==> src/rtl/enc_pkg.sv <==
// Shared definitions for the four_to_two encoder and the two_to_four decoder.
//   N_REQ  : number of request lines (4)
//   CODE_W : width of the encoded index (2)
//   state_t: encoder handshake state (IDLE = no result held, HOLD = result held)
package enc_pkg;

  localparam int unsigned N_REQ  = 4;
  localparam int unsigned CODE_W = 2;

  typedef enum logic {
    IDLE = 1'b0,
    HOLD = 1'b1
  } state_t;

endpackage

==> src/rtl/four_to_two_encoder_rr_select4.sv <==
// rr_select4: combinational 4-way selector.
//   req   [3:0] : request vector
//   start [1:0] : first position searched; the search continues upward mod 4
//   idx   [1:0] : first set position found (0 when req is empty)
//   any         : at least one request set
//   multi       : two or more requests set
module rr_select4
  import enc_pkg::*;
(
  input  logic [N_REQ-1:0]  req,
  input  logic [CODE_W-1:0] start,
  output logic [CODE_W-1:0] idx,
  output logic              any,
  output logic              multi
);

  logic              found;
  logic [CODE_W-1:0] pos;
  logic [2:0]        cnt;

  always_comb begin
    idx   = '0;
    found = 1'b0;
    pos   = '0;
    cnt   = '0;
    for (int unsigned k = 0; k < N_REQ; k++) begin
      // pos wraps naturally because it is exactly CODE_W bits wide
      pos = start + CODE_W'(k);
      if (!found && req[pos]) begin
        idx   = pos;
        found = 1'b1;
      end
      cnt = cnt + 3'(req[k]);
    end
    any   = found;
    multi = (cnt >= 3'd2);
  end

endmodule

==> src/rtl/four_to_two_encoder.sv <==
// four_to_two_encoder: registered 4-to-2 encoder with valid/ready hand-off.
//   clk, rst_n      : clock, asynchronous active-low reset
//   enable          : sampling enable
//   Y3..Y0          : request lines
//   ready           : consumer accepts the held result when valid=1
//   A1, A0          : encoded index of the selected request (registered)
//   valid           : {A1,A0,multi} hold an unaccepted result
//   multi           : more than one request was active at capture
// RR_MODE=0 selects the highest set line; RR_MODE=1 searches upward from a
// round-robin pointer that advances past each accepted index.
module four_to_two_encoder #(
  parameter int unsigned RR_MODE = 0,
  parameter int unsigned N_REQ   = 4
) (
  input  logic clk,
  input  logic rst_n,
  input  logic enable,
  input  logic Y3,
  input  logic Y2,
  input  logic Y1,
  input  logic Y0,
  input  logic ready,
  output logic A1,
  output logic A0,
  output logic valid,
  output logic multi
);
  import enc_pkg::CODE_W;
  import enc_pkg::state_t;
  import enc_pkg::IDLE;
  import enc_pkg::HOLD;

  logic [N_REQ-1:0]  req;
  logic [N_REQ-1:0]  sel_req;
  logic [CODE_W-1:0] sel_start;
  logic [CODE_W-1:0] sel_idx;
  logic              sel_any;
  logic              sel_multi;
  logic [CODE_W-1:0] enc_code;

  state_t            state, state_d;
  logic [CODE_W-1:0] code_q;
  logic [CODE_W-1:0] ptr_q, ptr_d;
  logic              valid_q;
  logic              multi_q;
  logic              accept;
  logic              capture;
  logic              load;

  assign req = {Y3, Y2, Y1, Y0};

  // A transfer completes whenever a held result meets ready.
  assign accept = (state == HOLD) && ready;

  // The pointer update is visible to the selector in the same cycle so a
  // back-to-back capture already searches from the advanced position.
  always_comb begin
    ptr_d = ptr_q;
    if (RR_MODE == 0) begin
      ptr_d = '0;
    end else if (accept) begin
      ptr_d = code_q + CODE_W'(1);
    end
  end

  // Fixed priority reuses the round-robin search: mirroring the request
  // vector and starting at 0 finds the highest set line; the mirrored index
  // is turned back into a real index by inversion (3-i on two bits).
  always_comb begin
    sel_req   = req;
    sel_start = ptr_d;
    if (RR_MODE == 0) begin
      for (int unsigned k = 0; k < N_REQ; k++) begin
        sel_req[k] = req[N_REQ-1-k];
      end
      sel_start = '0;
    end
  end

  rr_select4 u_sel (
    .req   (sel_req),
    .start (sel_start),
    .idx   (sel_idx),
    .any   (sel_any),
    .multi (sel_multi)
  );

  assign enc_code = (RR_MODE == 0) ? ~sel_idx : sel_idx;

  assign capture = enable && sel_any && ((state == IDLE) || ready);

  always_comb begin
    state_d = state;
    load    = 1'b0;
    case (state)
      IDLE: begin
        if (capture) begin
          state_d = HOLD;
          load    = 1'b1;
        end
      end
      HOLD: begin
        if (ready) begin
          if (capture) begin
            load = 1'b1;
          end else begin
            state_d = IDLE;
          end
        end
      end
      default: state_d = IDLE;
    endcase
  end

  always_ff @(posedge clk or negedge rst_n) begin
    if (!rst_n) begin
      state   <= IDLE;
      code_q  <= '0;
      ptr_q   <= '0;
      valid_q <= 1'b0;
      multi_q <= 1'b0;
    end else begin
      state   <= state_d;
      valid_q <= (state_d == HOLD);
      ptr_q   <= ptr_d;
      if (load) begin
        code_q  <= enc_code;
        multi_q <= sel_multi;
      end
    end
  end

  assign A1    = code_q[1];
  assign A0    = code_q[0];
  assign valid = valid_q;
  assign multi = multi_q;

endmodule

==> config.mk <==
export PLATFORM = sky130hd
export DESIGN_NAME = four_to_two_encoder
export DESIGN_NICKNAME = d
export VERILOG_FILES = /design/src/rtl/enc_pkg.sv /design/src/rtl/four_to_two_encoder_rr_select4.sv /design/src/rtl/four_to_two_encoder.sv
export SDC_FILE = /design/constraint.sdc
export NUM_CORES = 1
export LEC_CHECK = 0
export CORE_AREA = 4 4 41 43
export CTS_BUF_LIST = sky130_fd_sc_hd__clkbuf_8 sky130_fd_sc_hd__clkbuf_16
export CTS_CLUSTER_SIZE = 14
export DETAILED_ROUTE_END_ITERATION = 10
export DIE_AREA = 0 0 45 47
export RECOVER_POWER = 50
export SLEW_MARGIN = 20
export SYNTH_ARGS = -nofsm -noshare
export SYNTH_HDL_FRONTEND = slang
export SYNTH_SLANG_ARGS = --single-unit
export TNS_END_PERCENT = 10
==> constraint.sdc <==
create_clock -name clk -period 1.5 [get_ports clk]
set_input_delay 0.3 -clock clk [delete_from_list [all_inputs] [get_ports clk]]
set_output_delay 0.3 -clock clk [all_outputs]
set_load 0.05 [all_outputs]
# == Word-level counts from Yosys, hierarchy flattened ==
# Cells that the tools add are included.
# totals
register_bits,4
inputBits,8
wordCells,30
# op_classes
n_addsub,3
n_lt_le_gt_ge,1
muxes,12
bitwise,2
reduce_logical,9
# ops
op,count
1-bit two-way mux,8
3-bit by 1-bit adder with 3-bit output,2
1-bit logical AND,5
2-bit two-way mux,2
1-bit case mux with 2 select lines,2
"3-bit by 2-bit greater-or-equal comparator with 1-bit output, second input constant",1
1-bit zero test,3
1-bit by 1-bit adder with 2-bit output,1
2-bit NOT,1
1-bit logical OR,1
1-bit NOT,1

# == Depth between registers and ports, before layout ==
# depth
depth_word,15
mapped_depth,5

# == Cells and area by module ==
# Synthesis repeated with hierarchy kept, for this count alone.
# hier_totals
cells_unflattened,32
area_unflattened_um2,281.5
# by_module_without_submodules
mod,instances,cells_per_inst,area_each_um2,seq_area_each_um2
four_to_two_encoder,1,15,178.9,100.1
rr_select4,1,17,102.6,0.0

# == Least setup slack after synthesis ==
# OpenSTA, ideal clock, no wires.
# synth_timing
path_type,input port to flip-flop
start,in Y3
end,"reg multi_q, in the netlist multi"
setup_ns,0.125
t_arrival_ns,1.407
required_ns,1.375
path_slack_ns,-0.032
stages,5
path_buffers,0
path_cell_list,inv_1 ha_1 ha_1 a211o_1 mux2_4
# synth_via
elab_chain_cells,15
word_cells_on_any_way,19
classes_between,add/sub: 3; order compare: 1; mux: 7; reduce/logical: 8
# synth_rtl
item,line_no,rtl
from (decl),four_to_two_encoder.sv:18,"input logic Y3,"
"parallel branches: the longest is 15 deep, another holds 3-bit by 1-bit adder with 3-bit output",n/a,
to (signal assigned),four_to_two_encoder.sv:128,multi_q <= sel_multi;
to (decl),four_to_two_encoder.sv:45,logic multi_q;
# Several ways; the timed one is not identified.
# A chain may end at the register's enable or synchronous reset.

# == Worst setup path after layout ==
# layout_timing
start,in Y1
end,"reg multi_q, in the netlist multi"
# layout_via
elab_chain_cells,10
word_cells_on_any_way,13
classes_between,add/sub: 2; order compare: 1; mux: 5; reduce/logical: 5
# layout_rtl
item,line_no,rtl
from (decl),four_to_two_encoder.sv:20,"input logic Y1,"
"parallel branches: the longest is 10 deep, another holds 3-bit by 1-bit adder with 3-bit output",n/a,
# Several ways; the timed one is not identified.

==> out/results.tsv <==
metric	value	unit
routed wl met3	85	um
initial antenna violation count	0	
Remaining DRCs	0	
Slowest-stage cell, CP	clkdlybuf4s50_1	
CP max FO	2	
delay-heaviest family, CP	simple AND/OR/NAND/NOR gates	
post-synthesis sequential area ratio	40.0	%
layout cells sized above 1	48.8	%
DR top layer	met3	
worst slew pin tran	594	ps
Vias per Instance	4.14	
chip width	45	um
Sink Count	4	
synthesized area per cell	10.9	um2
H-tree levels	1	
YS warnings	0	
antenna-violating nets left	0	
vias in the first global route	267	
# port buffers	11	
drt first-iter violations	0	
FILL cells	133	
Setup crit start kind	input pin	
fin crit period	1440	ps
largest net degree at the start of global routing	5	
total power	0.567	mW
clock slew seen by the registers of the worst setup and hold paths	30	ps
MaxCap Viol Count	0	
Critical path buffers and inverters	1	
commonest non-fill, non-tap cell in the layout	buf_4	
global-route wire length before repair	1060	um
maximum vdd drop	645	uV
Total GRT Usage	7.38	%
Routed WL	578	um
Clock Skew	1.27	ps
status	finished, final reports clean	
Post-DP HPWL	459	um
leading cell types in the layout, fill and taps excluded	6 x buf_4, 4 x dfrtp_1	
Final Wtd Congestion	0.689	
gate count after technology mapping	23	
unrepaired setup endpoints after global routing	no	
final setup violation count	0	
Sequential Area	100	um2
row cnt	13	
Yosys reg bits	4	
gr ovfl total	0	
Metal-1 WL	234	um
Power Dens Cells	1090	nW/um2
nets@finish	57	
I/O pins	12	
Cell Chain, Critical Path	clkdlybuf4s50_1, or3b_4, nand3_2, mux2_4	
Area after DPL	464	um2
Final period util	95.8	%
met2 wire length	258	um
clock latency on the worst-skew pair	210	ps
Crit path arrival time	1530	ps
post-route design area	518	um2
Area Overhead vs Synth	107	%
synth unique cells	12	
syn nets	35	
worst hold path type	in2async	
TritonCTS buffer count	3	
Die H	47	um
WS Path Type	in2reg	
Critical Path RT	1590	ps
synthesized cell area	250	um2
final hold vios	0	
Multi-input gate area	166	um2
Initial Utilization	19.2	%
Die Area	2120	um2
root buf cell	clkbuf_8	
Worst Reg-to-Reg Cells	3	
P_leak	0.250	nW
max-slew violation count	0	
Final Core Density	39.8	%
CTS tree	done	
routed length per instance	9.97	um
Worst path depth	4	
R2R setup slack	430	ps
core area	1300	um2
critical path endpoint category	flop	
Slew HR	60.5	%
Max Root-Sink Buffers	2	
DRT Pass-1 Iters	1	
max frequency	0.696	GHz
vias	240	
n_diodes	0	
max incr delay on CP	420	ps
## per-layer routing
metal | vias to the layer above | GRT usage (%)
li1 | 119 | -
met1 | 112 | 7.82
met2 | 9 | 11.9
met3 | 0 | 5.36
met4 | 0 | 1.75
met5 | - | 0
## cell families (layout without fill, tap and decap cells)
| family | count (synthesis) | count (layout) | synth area share [%] |
|---|---|---|---|
| multiplexers | 2 | 2 | 10.0 |
| adder cells (fa/ha/maj) | 4 | 4 | 20.0 |
| flip-flops | 4 | 4 | 40.0 |
| AO/OA/AOI/OAI | 4 | 4 | 11.0 |
| AND/OR/NAND/NOR | 6 | 6 | 14.5 |
| buffers and inverters | 3 | 23 | 4.50 |
## power by group
group / internal, mW / leakage [nW] / total, mW / switching [mW]
logic: 0.106 / 0.185 / 0.207 / 0.101
clock network: 0.170 / 0.0216 / 0.217 / 0.0465
registers: 0.126 / 0.0443 / 0.143 / 0.0168
## what timing repair did
item / in CTS / in global routing
endpoints found under the hold margin: 0 / 0
endpoints found under the setup margin: 3 / 1
buffers inserted: 0 / 0
cloned: 0 / 0
gates resized for setup: 8 / 2
pin swaps: 2 / 1
hold buffers: 0 / 0
## cell type report
class	instances	share of cell area, %
sequential	4	19.3
clock buffer	3	7.97
inverter	3	2.17
tap	15	3.62
timing repair buffer	17	34.8
multi-input combinational	16	32.1
## cell usage after synthesis
master	n	area (um2)
mux2i_1	1	10.0
a21oi_1	2	10.0
a211o_1	1	8.76
nand2b_1	1	6.26
mux2_4	1	15.0
or3b_1	1	8.76
ha_1	4	50.1
inv_1	3	11.3
nand3_2	1	10.0
o2bb2ai_1	1	8.76
dfrtp_1	4	100
nand2_1	3	11.3
## worst paths after layout
| path | from | end |
|---|---|---|
| worst min-delay path | rst_n | code_q[1] |
| max in group asynchronous | rst_n | code_q[0] |
| worst min register to register | code_q[1] | code_q[1] |
| worst max-delay path | Y1 | multi |
| min in group clk | code_q[1] | code_q[1] |
| worst max register to register | valid | multi |
## registers in the layout (all words and copies together) (netlist names)
signal,flops
code_q,2
multi,1
valid,1
## worst register-to-register path, stage by stage (launching register included)
cell and delay [ps]:
dfrtp_1 400, nand2b_1 140, nand3_2 110, mux2_4 300
## metrics by stage
step	hold WS (ps)	setup TNS, ps	setup WS, ps	instances
floorplan	4.41	0	7.46	23
global placement	520	-1170	-535	55
detailed placement	519	-1250	-565	55
CTS	297	0	21.1	58
global route	370	0	9.69	58
finish	366	0	63.1	58
Power figures use the tool's default switching activity.
